[config.mk]
export PLATFORM = sky130hd
export DESIGN_NAME = btn_conditioner
export DESIGN_NICKNAME = d
export VERILOG_FILES = /design/src/rtl/btn_pkg.sv /design/src/rtl/btn_debounce_fsm.sv /design/src/rtl/btn_conditioner.sv
export SDC_FILE = /design/constraint.sdc
export NUM_CORES = 1
export LEC_CHECK = 0
export BUFFER_PORTS_ARGS = -buffer_cell sky130_fd_sc_hd__buf_4
export CORE_MARGIN = 8
export CORE_UTILIZATION = 30
export DETAILED_ROUTE_END_ITERATION = 12
export PLACE_DENSITY = 0.46
export SLEW_MARGIN = 30
export SYNTH_ARGS = -nofsm -noshare
export SYNTH_HDL_FRONTEND = slang
export SYNTH_SLANG_ARGS = --single-unit
[constraint.sdc]
create_clock -name sys_clk -period 3 [get_ports sys_clk]
set_input_delay 0.15 -clock sys_clk [delete_from_list [all_inputs] [get_ports sys_clk]]
set_output_delay 0.15 -clock sys_clk [all_outputs]
set_load 0.005 [all_outputs]
[src/rtl/btn_pkg.sv]
// Shared definitions for the button conditioner: debounce FSM states and the
// default debounce window length.
package btn_pkg;

    typedef enum logic [1:0] {
        IDLE,
        PRESS_WAIT,
        PRESSED,
        RELEASE_WAIT
    } btn_state_e;

    localparam int DEBOUNCE_CYCLES_DEFAULT = 8;

    // The debounced level is high once a press is accepted, until the release is accepted.
    function automatic logic state_is_down(btn_state_e s);
        return (s == PRESSED) || (s == RELEASE_WAIT);
    endfunction

endpackage

[src/rtl/btn_debounce_fsm.sv]
// One button channel: 2-flop synchronizer, debounce FSM with a saturating
// stability counter, and registered press/release pulses.
module btn_debounce_fsm
    import btn_pkg::*;
#(
    parameter int DEBOUNCE_CYCLES = DEBOUNCE_CYCLES_DEFAULT,
    parameter int CNT_W           = $clog2(DEBOUNCE_CYCLES + 1)
) (
    input  logic i_clk,
    input  logic i_rst,
    input  logic i_btn,
    output logic o_db,
    output logic o_press,
    output logic o_release,
    output logic o_press_nxt
);

    localparam logic [CNT_W-1:0] CNT_MAX = CNT_W'(DEBOUNCE_CYCLES);
    localparam logic [CNT_W-1:0] CNT_ONE = CNT_W'(1);

    logic             r_sync1;
    logic             r_sync2;
    btn_state_e       r_state;
    btn_state_e       w_state_nxt;
    logic [CNT_W-1:0] r_cnt;
    logic [CNT_W-1:0] w_cnt_nxt;
    logic [CNT_W-1:0] w_cnt_inc;
    logic             r_press;
    logic             r_release;
    logic             w_release_nxt;

    always_ff @(posedge i_clk) begin
        if (i_rst) begin
            r_sync1 <= 1'b0;
            r_sync2 <= 1'b0;
        end else begin
            r_sync1 <= i_btn;
            r_sync2 <= r_sync1;
        end
    end

    always_ff @(posedge i_clk) begin
        if (i_rst) begin
            r_state   <= IDLE;
            r_cnt     <= '0;
            r_press   <= 1'b0;
            r_release <= 1'b0;
        end else begin
            r_state   <= w_state_nxt;
            r_cnt     <= w_cnt_nxt;
            r_press   <= o_press_nxt;
            r_release <= w_release_nxt;
        end
    end

    // Counter stops at the window length so a long hold can never wrap it.
    assign w_cnt_inc = (r_cnt < CNT_MAX) ? (r_cnt + CNT_ONE) : CNT_MAX;

    always_comb begin
        w_state_nxt   = r_state;
        w_cnt_nxt     = r_cnt;
        o_press_nxt   = 1'b0;
        w_release_nxt = 1'b0;
        case (r_state)
            IDLE: begin
                if (r_sync2) begin
                    w_state_nxt = PRESS_WAIT;
                    w_cnt_nxt   = CNT_ONE;
                end
            end
            PRESS_WAIT: begin
                if (!r_sync2) begin
                    w_state_nxt = IDLE;
                    w_cnt_nxt   = '0;
                end else begin
                    w_cnt_nxt = w_cnt_inc;
                    if (w_cnt_inc == CNT_MAX) begin
                        w_state_nxt = PRESSED;
                        w_cnt_nxt   = '0;
                        o_press_nxt = 1'b1;
                    end
                end
            end
            PRESSED: begin
                if (!r_sync2) begin
                    w_state_nxt = RELEASE_WAIT;
                    w_cnt_nxt   = CNT_ONE;
                end
            end
            RELEASE_WAIT: begin
                if (r_sync2) begin
                    w_state_nxt = PRESSED;
                    w_cnt_nxt   = '0;
                end else begin
                    w_cnt_nxt = w_cnt_inc;
                    if (w_cnt_inc == CNT_MAX) begin
                        w_state_nxt   = IDLE;
                        w_cnt_nxt     = '0;
                        w_release_nxt = 1'b1;
                    end
                end
            end
            default: begin
                w_state_nxt = IDLE;
                w_cnt_nxt   = '0;
            end
        endcase
    end

    assign o_db      = state_is_down(r_state);
    assign o_press   = r_press;
    assign o_release = r_release;

endmodule

[src/rtl/btn_conditioner.sv]
// Two independent debounced buttons (up/down) plus a single arbitrated step
// command; simultaneous presses cancel each other.
module btn_conditioner
    import btn_pkg::*;
#(
    parameter int DEBOUNCE_CYCLES = DEBOUNCE_CYCLES_DEFAULT,
    parameter int CNT_W           = $clog2(DEBOUNCE_CYCLES + 1)
) (
    input  logic sys_clk,
    input  logic sys_rst,
    input  logic up,
    input  logic down,
    output logic up_db,
    output logic down_db,
    output logic up_press,
    output logic down_press,
    output logic up_release,
    output logic down_release,
    output logic step_valid,
    output logic step_up
);

    logic w_up_press_nxt;
    logic w_dn_press_nxt;
    logic r_step_valid;
    logic r_step_up;

    btn_debounce_fsm #(
        .DEBOUNCE_CYCLES (DEBOUNCE_CYCLES),
        .CNT_W           (CNT_W)
    ) u_up (
        .i_clk       (sys_clk),
        .i_rst       (sys_rst),
        .i_btn       (up),
        .o_db        (up_db),
        .o_press     (up_press),
        .o_release   (up_release),
        .o_press_nxt (w_up_press_nxt)
    );

    btn_debounce_fsm #(
        .DEBOUNCE_CYCLES (DEBOUNCE_CYCLES),
        .CNT_W           (CNT_W)
    ) u_down (
        .i_clk       (sys_clk),
        .i_rst       (sys_rst),
        .i_btn       (down),
        .o_db        (down_db),
        .o_press     (down_press),
        .o_release   (down_release),
        .o_press_nxt (w_dn_press_nxt)
    );

    // Built from the pre-register press terms so the step lines up with the press pulses.
    always_ff @(posedge sys_clk) begin
        if (sys_rst) begin
            r_step_valid <= 1'b0;
            r_step_up    <= 1'b0;
        end else begin
            r_step_valid <= w_up_press_nxt ^ w_dn_press_nxt;
            r_step_up    <= w_up_press_nxt;
        end
    end

    assign step_valid = r_step_valid;
    assign step_up    = r_step_up;

endmodule

==> run summary <==
Gates resized during post-CTS repair numbered 0. Total length of routed wires: 1640 um. In the final routed layout, each cell accounts on average for 12.0 um. The compound-cell area share of the yosys netlist is 10.7%.

0 antenna diodes ended up in the layout. The setup TNS after final layout came out at 0 ps. The relative max-transition margin was 78.2%; the worst-path maximum fanout was 5. Endpoint class of the critical path: a register. Detailed placement ended at an HPWL of 1200 um. By area, the combinational part of the netlist is dominated by simple AND/OR/NAND/NOR gates. The upper clock frequency limit is 0.674 GHz, and the transition time at the pin with the least slew margin is 325 ps. Entering global routing, the biggest net connects 24 pins. In this run the power density over the cells is 423 nW/um2. In this run the post-CTS setup repair buffer count came out at 0. The count of standard-cell rows was 20. Clock tree synthesis selected as its root buffer the cell clkbuf_4. TritonCTS built the clock tree.

Summing the areas of all and, or, nand and nor instances in the mapped netlist gives 30.5% of the synthesized area. Measured along the x axis, the die boundary spans 71.9 um. The final count of hold timing violations is 0. After layout, the worst path uses 49.4% of the clock period. The last element of the critical path is step_valid. Global-route usage over all layers: 6.87%. Most instantiated flip-flop cell in the synthesis netlist: dfxtp_1. The clock net sink count was 21; the initial antenna violation count was 0. The final-report max-slew violation count was 0. The tools report the count of antenna-violating nets left after detailed routing as 0. Yosys mapped the design onto 29 distinct sky130hd cell types.

The launching instance or port of the critical path is u_down.r_cnt[0]. Data on the critical path arrives at its endpoint at 1680 ps. The clock latency at the later pin of the worst-skew pair came out at 300 ps.

The flop-to-flop setup slack came out at 1520 ps. The run finished with clean final reports. The worst setup path is launched from a register.

The tools report the core area as 3000 um2. The number of nets in the finished design was 111; the number of max-cap violations was 0. The fraction of the mapped netlist area in adder cells is 2.67%, and the top-area cell type share of the netlist area is 44.9%. After clock tree synthesis, the clock-pin slew on the worst setup and hold paths is 120 ps. The fraction of synthesized cell area in xor and xnor cells works out to 4.68%. Counting flops with a built-in enable in the synthesized netlist gives 0. Setup repair after global routing left no endpoint under its margin.

The tools report the number of CTS-inserted buffers as 3. VDD sags by at most 0.181 mV. The maximum level of the CTS H-tree is 1, and the overall via count from detail_route is 687.

The run gives 0.000369 uW as the total leakage power. The multiplexer share of the synthesized area works out to 2.14%. After detailed routing, the number of remaining DRC violations is 0.

In this run the critical register-to-register path is captured at step_valid. Of all flip-flops after synthesis, the portion carrying an async set or reset was 0%. The average footprint of a synthesized cell is 9.96 um2, and the layout overhead on the synthesized area is 11.6%. The synthesized design spends more area on one cell type than any other, namely dfxtp_1. Synthesized instance count: 94.

The remaining global-route overflow came out at 0. The run gives 0 as the hold buffer count at cts. The via count of the first global-routing pass was 660. Data on the critical path is required at its endpoint by 3190 ps. Sequential cells were found to cover 44.9% of the synthesized design area. The number of cells on the worst reg-to-reg path is 5. The starting utilization of the core area was 31.2%; the final core area utilization was 34.8%.

By area the synthesized netlist is led by dfxtp_1 (45%), nor2b_1 (4.0%), nor2_1 (3.6%). The netlist area before placement is 936 um2, and the final worst clock skew is 3.46 ps. When the netlist entered floorplanning its net count stood at 100. The first TritonRoute pass finished after 4 iterations. The final-layout fill cell count came out at 320. The floorplan step defined a die boundary enclosing 5160 um2. The violation count after the first detailed-route iteration is 24. Class of the most critical setup path: register to register. Post-layout minimum cycle time: 1480 ps.

The path class of the tightest hold or removal check is input pin to register. The congestion estimate from routability-driven global placement came to 0.816. The post-route netlist has 15.4% of its cells at a drive strength greater than 1.

Using the TritonRoute via totals, the vias-per-cell ratio works out to 5.01. In this run the tool buffered the top-level ports with 11 buffer cells. The maximum clock path buffer count was 2. The floorplan step set the die height to 71.9 um. The tools report the global-route wire length before repair as 2860 um.

Launch point of the worst reg-to-reg path: u_down.r_cnt[0]. The count of synthesis-stage warnings from yosys is 0, and the boundary pin count is 12. Setup violations remaining at the end of the flow were counted as 0. Synthesis inferred 21 register bits.
[layout make-up]
class | instances | area (um2) | area share, %
tap | 33 | 41.3 | 3.95
clock buffer | 4 | 26.3 | 2.51
multi-input combinational | 68 | 474 | 45.4
timing repair buffer | 11 | 82.6 | 7.90
sequential | 21 | 420 | 40.2
[worst max-delay path: stages, from the launching register on]
cell and delay (ps):
dfxtp_1 420, ha_1 260, nand2b_1 180, o31ai_1 320, xnor2_1 160, nor2_1 50
[state kept, by name, indices dropped and copies added, names as in the netlist, named ones only]
signal	cells
u_down.r_sync2	1
u_up.r_sync2	1
u_up.r_state	1
u_up.r_cnt	4
u_down.r_state	1
u_up.o_press	1
u_up.o_release	1
u_down.o_press	1
u_down.r_sync1	1
u_down.r_cnt	4
step_valid	1
u_down.o_release	1
u_up.r_sync1	1
[per-layer routing]
| layer | share of wire [%] | GRT usage [%] | up-vias |
|---|---|---|---|
| met1 | 55 | 9.10 | 321 |
| met4 | 1.2 | 4.08 | 0 |
| met5 | 0 | 0 | - |
| li1 | - | - | 355 |
| met3 | 5.7 | 2.37 | 2 |
| met2 | 38 | 9.21 | 9 |
[cells in the final DEF, fill, tap and decap left out, drive strengths merged]
| cell type | synthesis | final |
|---|---|---|
| a22oi | 2 | 2 |
| a31oi | 2 | 2 |
| a32oi | 2 | 2 |
| and3 | 2 | 2 |
| buf | 3 | 11 |
| clkbuf | 2 | 4 |
| dfxtp | 21 | 21 |
| ha | 2 | 2 |
| mux2i | 2 | 2 |
| nand2 | 2 | 2 |
| nand2b | 4 | 4 |
| nand3b | 4 | 4 |
| nand4 | 2 | 2 |
| nand4b | 2 | 2 |
| nor2 | 9 | 9 |
| nor2b | 6 | 6 |
| nor3 | 6 | 6 |
| nor3b | 2 | 2 |
| nor4b | 2 | 2 |
| o21a | 4 | 4 |
| o21ai | 2 | 2 |
| o31ai | 2 | 2 |
| or2b | 4 | 4 |
| xnor2 | 3 | 3 |
| xor2 | 2 | 2 |
[synth_stat cells (2+ instances only)]
cell type / instances
nor4b_1: 2
a32oi_1: 2
mux2i_1: 2
o31ai_1: 2
nand3b_1: 4
dfxtp_1: 21
a22oi_1: 2
nand2b_1: 4
nand4_1: 2
nand4b_1: 2
a31oi_1: 2
ha_1: 2
xnor2_1: 3
nand2_1: 2
o21a_1: 4
and3_1: 2
xor2_1: 2
nor2_1: 9
nor3_1: 6
or2b_1: 4
nor2b_1: 6
o21ai_1: 2
[per-stage QoR]
step / setup WS [ps] / hold WS, ps / cells / cell area [um2] / total power (uW)
2_1_floorplan: 1660 / 278 / 94 / 936 / 310
3_3_place_gp: 1530 / 366 / 133 / 1020 / 314
3_5_place_dp: 1520 / 366 / 133 / 1020 / 314
4_1_cts: 1500 / 40.1 / 137 / 1040 / 453
5_1_grt: 1390 / 49.3 / 137 / 1040 / 469
6_report: 1520 / 53.4 / 137 / 1040 / 442
[worst min-delay path by stage]
stage          slack, ps              to  from  cells after the start
4_1_cts               40  u_down.r_sync1  down                      2
5_1_grt               50    u_up.r_sync1    up                      2
2_1_floorplan        280  u_down.r_sync1  down                      1
3_5_place_dp         370  u_down.r_sync1  down                      2
3_3_place_gp         370  u_down.r_sync1  down                      2
6_report              50  u_down.r_sync1  down                      2
[logic make-up (layout without fill, tap and decap cells)]
| family | Yosys count | count (layout) |
|---|---|---|
| buffers and inverters | 5 | 15 |
| DFF | 21 | 21 |
| and+or+nand+nor | 45 | 45 |
| xor gates and xnor gates | 5 | 5 |
| AOI/OAI and AO/OA | 14 | 14 |
| muxes | 2 | 2 |
| adders and majority gates | 2 | 2 |
[power by group]
| group | total (uW) | internal, uW | switching, uW | leakage [uW] |
|---|---|---|---|---|
| registers | 289 | 283 | 5.10 | 0.000170 |
| logic | 19.1 | 8.69 | 10.4 | 0.000183 |
| clock network | 135 | 51.7 | 82.9 | 0.0000150 |
Note: power is estimated with default switching activity, not from simulation.
